$ cat src/rtl/univ_shift_reg.sv
// Universal shift register: load, logical shift, rotate, set and clear, with a
// saturating shift counter. Define UNIV_SR_PARITY_EN to add the registered PAR output.
module univ_shift_reg #(
    parameter int               WIDTH     = 8,
    parameter logic [WIDTH-1:0] RESET_VAL = '0,
    parameter int               CNT_W     = 8
) (
    input  logic             C,
    input  logic             R,
    input  logic             EN,
    input  logic [2:0]       MODE,
    input  logic [WIDTH-1:0] D,
    input  logic             SI,
    output logic [WIDTH-1:0] Q,
    output logic             SO,
    output logic             ZERO,
    output logic [CNT_W-1:0] CNT
`ifdef UNIV_SR_PARITY_EN
    ,
    output logic             PAR
`endif
);

    typedef enum logic [2:0] {
        MODE_HOLD = 3'd0,
        MODE_LOAD = 3'd1,
        MODE_SHL  = 3'd2,
        MODE_SHR  = 3'd3,
        MODE_ROL  = 3'd4,
        MODE_ROR  = 3'd5,
        MODE_SET  = 3'd6,
        MODE_CLR  = 3'd7
    } mode_e;

    logic [WIDTH-1:0] q_q, q_d;
    logic             so_q, so_d;
    logic             zero_q, zero_d;
    logic [CNT_W-1:0] cnt_q, cnt_d;
    logic [CNT_W-1:0] cnt_sat;

    // The counter sticks at all-ones instead of wrapping.
    assign cnt_sat = (cnt_q == '1) ? cnt_q : cnt_q + CNT_W'(1);

    always_comb begin
        // NOTE: every output of this block gets a default first so no path infers a latch.
        q_d   = q_q;
        so_d  = so_q;
        cnt_d = cnt_q;
        if (EN) begin
            unique case (mode_e'(MODE))
                MODE_HOLD: ;
                MODE_LOAD: begin
                    q_d   = D;
                    so_d  = 1'b0;
                    cnt_d = '0;
                end
                MODE_SHL: begin
                    q_d   = {q_q[WIDTH-2:0], SI};
                    so_d  = q_q[WIDTH-1];
                    cnt_d = cnt_sat;
                end
                MODE_SHR: begin
                    q_d   = {SI, q_q[WIDTH-1:1]};
                    so_d  = q_q[0];
                    cnt_d = cnt_sat;
                end
                MODE_ROL: begin
                    q_d   = {q_q[WIDTH-2:0], q_q[WIDTH-1]};
                    so_d  = q_q[WIDTH-1];
                    cnt_d = cnt_sat;
                end
                MODE_ROR: begin
                    q_d   = {q_q[0], q_q[WIDTH-1:1]};
                    so_d  = q_q[0];
                    cnt_d = cnt_sat;
                end
                MODE_SET: begin
                    q_d   = '1;
                    so_d  = 1'b0;
                    cnt_d = '0;
                end
                MODE_CLR: begin
                    q_d   = RESET_VAL;
                    so_d  = 1'b0;
                    cnt_d = '0;
                end
                default: ;
            endcase
        end
        // Flag derives from the next value of Q so it lands on the same edge as Q.
        zero_d = ~|q_d;
    end

    always_ff @(posedge C) begin
        // NOTE: sequential state uses non-blocking assignments so all flops sample together.
        if (R) begin
            q_q    <= RESET_VAL;
            so_q   <= 1'b0;
            zero_q <= (RESET_VAL == '0);
            cnt_q  <= '0;
        end else begin
            q_q    <= q_d;
            so_q   <= so_d;
            zero_q <= zero_d;
            cnt_q  <= cnt_d;
        end
    end

`ifdef UNIV_SR_PARITY_EN
    logic par_q;

    always_ff @(posedge C) begin
        if (R) par_q <= ^RESET_VAL;
        else   par_q <= ^q_d;
    end

    assign PAR = par_q;
`endif

    assign Q    = q_q;
    assign SO   = so_q;
    assign ZERO = zero_q;
    assign CNT  = cnt_q;

endmodule

$ cat config.mk
export PLATFORM = sky130hd
export DESIGN_NAME = univ_shift_reg
export DESIGN_NICKNAME = d
export VERILOG_FILES = /design/src/rtl/univ_shift_reg.sv
export SDC_FILE = /design/constraint.sdc
export NUM_CORES = 1
export LEC_CHECK = 0
export BUFFER_PORTS_ARGS = -buffer_cell sky130_fd_sc_hd__clkbuf_2
export CAP_MARGIN = 20
export CORE_UTILIZATION = 52
export DETAILED_ROUTE_END_ITERATION = 8
export HOLD_SLACK_MARGIN = 0.02
export PLACE_DENSITY = 0.89
export SETUP_SLACK_MARGIN = 0.2
export SLEW_MARGIN = 20
export SYNTH_ARGS = -nofsm -noshare
export SYNTH_HDL_FRONTEND = slang
export SYNTH_SLANG_ARGS = --single-unit
$ cat constraint.sdc
create_clock -name C -period 2.8 [get_ports C]
set_clock_uncertainty 0.15 [all_clocks]
set_input_delay 0.28 -clock C [delete_from_list [all_inputs] [get_ports C]]
set_output_delay 0.28 -clock C [all_outputs]
set_load 0.02 [all_outputs]
==> summary.txt <==
Outcome
  • Outcome: finished, final reports clean

Drt
  • Post-DR vias/cell: between 6 and 7
  • Drt drc: 0
  • Drt first pass iters: 5
  • Total Wirelength: 2.92 mm
  • Routed vias: 1262
  • Initial drt markers: slightly above 50
  • Routed Antenna Nets: 0
  • Routed WL per cell: around 14 um

Job
  • MaxCap Viol Count: 0

Yosys
  • FF+latch count, synth: 18
  • Post-synth top cells: 18 x dfxtp_1, 12 x a21oi_1, 11 x nor2_1, 10 x a22oi_1
  • Number of synthesized flops with an enable pin: 0
  • Share of synthesized registers carrying an async set or reset: 0%
  • Cell variety after synth: 44
  • Ys flop type: dfxtp_1
  • Synthesized Nets: 165
  • Post-synthesis instance area: between 1000 and 1500 um2
  • Top post-synthesis cells by area: dfxtp_1 28%, a22oi_1 5.9%, mux2_2 5.3%, a21oi_1 4.7%, xor2_1 4.2%
  • Ys Warns: 0
  • Yosys top cell area share: 28.5%
  • Synth area leader: dfxtp_1
  • Most common cell in the netlist: dfxtp_1
  • Syn Inst Count: between 100 and 150
  • Sequential cell area fraction in the yosys report: 28.5%
  • Average size of a mapped cell: just under 9 um2

Worst setup path
  • Critical Path End Type: flip-flop
  • Type of origin of the critical path: input port
  • CP required: 2840 ps
  • Crit path kind: in -> reg
  • CP max FO: 10
  • CP arrival: 2030 ps

Die
  • Die Width: 51.3 um
  • Core Area: 2250 um2
  • IO Count: 33
  • Die Area: ~2600 um2
  • Initial core utilization: 56.2%
  • Die Span Y: 51.3 um
  • Row count: 17

Timing
  • Maximum operating frequency: 501 MHz
  • Final Hold Vio Count: 0
  • RSZ-0062 raised after global routing: no
  • Slew @ Worst Pin: 562 ps
  • Final setup vio count: 0
  • Slew headroom: 62.4%
  • Final total negative setup slack: 0 ps
  • Tmin final: around 2000 ps
  • Fin worst setup slack: 805 ps
  • Period utilisation layout: 71.2%
  • Final Max Tran Viols: 0

Final layout
  • Ant. Diodes: 0
  • Final Util: a little under two thirds
  • NumNets Final: 195
  • Fillers: roughly 200
  • Final instance area: 1440 um2
  • Area delta synth->final: 13.4%
  • Layout cells sized above 1: roughly 29%

CTS
  • H-Tree Depth: 1
  • Post-CTS Setup Bufs: 0
  • Clock Path Buffers: 2
  • Hold buffers post-CTS: 0
  • Latest clock arrival within the worst-skew pair: 290 ps
  • Clock sinks: 18
  • CTS tree: done
  • Reg clk slew, reported paths: 100 ps
  • Post-cts sizing count: 0
  • Cts bufs inserted: 3
  • CTS root buf: clkbuf_4

Placement
  • GPL Wtd Cong: approximately 0.89
  • Area post-placement: 1410 um2
  • Port bufs: 32
  • Pre-CTS WS: 515 ps
  • DPL Wire Length: around 2.2 mm

GRT
  • Gr ovfl total: 0
  • Initial antenna violation count: 0
  • Vias in the first global route: 1120
  • First-pass GRT wire length: 4.81 mm
  • Tot GR Track Use: 24.2%
  • Largest net degree at the start of global routing: 28

Pwr
  • Lkg Pwr: 0.000613 uW
  • PD cells: 400 nW/um2
  • Max rail drop VDD: 0.000288 V

Hold path
  • Worst hold path class: in -> reg
-- kinds of logic after synthesis --
logic type | share of synthesized area [%]
XOR/XNOR | 4.15
multiplexers | 8.50
buffers and inverters | 6.13
AO/OA/AOI/OAI | 28.1
flip-flops | 28.5
AND/OR/NAND/NOR | 20.0
adder cells (fa/ha/maj) | 4.74
-- critical path: stages --
cell	delay [ps]
clkbuf_2	90
clkinv_1	180
ha_1	310
o41ai_4	590
nand2_1	150
and4_4	210
a41o_1	220
-- area by class of cell --
class                           count  area [um2]  share of cell area, %
Inverter                            2        7.51                  0.523
Clock buffer                        3        22.5                   1.57
Sequential cell                    18         360                   25.1
Tap cell                           28        35.0                   2.44
Multi-Input combinational cell    116         828                   57.7
Timing Repair Buffer               35         183                   12.7
-- through the flow --
| step | cells | hold WS (ps) | total power (uW) |
|---|---|---|---|
| global route | 202 | 184 | 604 |
| finish | 202 | 150 | 574 |
| detailed placement | 199 | 336 | 453 |
| global placement | 199 | 325 | 447 |
| CTS | 202 | 155 | 574 |
| floorplan | 146 | 375 | 410 |
-- sequential cells by signal, indices dropped and copies added (netlist names) --
| signal | flops |
|---|---|
| ZERO | 1 |
| CNT | 8 |
| SO | 1 |
| Q | 8 |
-- where the power goes --
group          internal [uW]  switching [uW]  total, uW
Sequential               269            16.6        285
Clock                   50.0            75.8        126
Combinational           70.7            92.4        163
-- layer usage --
| layer | part of all wire [%] | GRT usage [%] |
|---|---|---|
| met1 | 46 | 33.0 |
| met5 | 0 | 0 |
| met2 | 47 | 37.3 |
| met4 | 0.72 | 11.7 |
| met3 | 7.1 | 3.27 |
-- final timing paths --
path                            startpoint      to  slack [ps]  cells after the start
worst max-delay path               MODE[1]    ZERO         810                      7
worst min-delay path                     R    Q[6]         150                      2
worst max register to register      CNT[2]  CNT[6]         950                      5
worst min register to register      CNT[1]  CNT[1]         350                      2
-- cells in the final DEF, fill, tap and decap left out, types with 2 or more instances in the layout --
cell type	synthesis	final
nor2_1	11	11
ha_1	4	4
a221oi_1	2	2
buf_4	2	3
clkbuf_4	0	3
xor2_1	6	6
mux2i_1	4	4
nand2_1	9	9
nand4_1	5	5
o21ai_0	9	9
dfxtp_1	18	18
and2_1	3	3
or3_1	2	2
a22oi_1	10	10
nor2b_1	2	2
mux2_2	6	6
o31ai_1	2	2
o211ai_1	2	2
a21oi_1	12	12
nor3_1	4	4
a21bo_2	2	2
nand3_1	3	3
clkbuf_2	0	32
(Power assumes the default switching activity.)
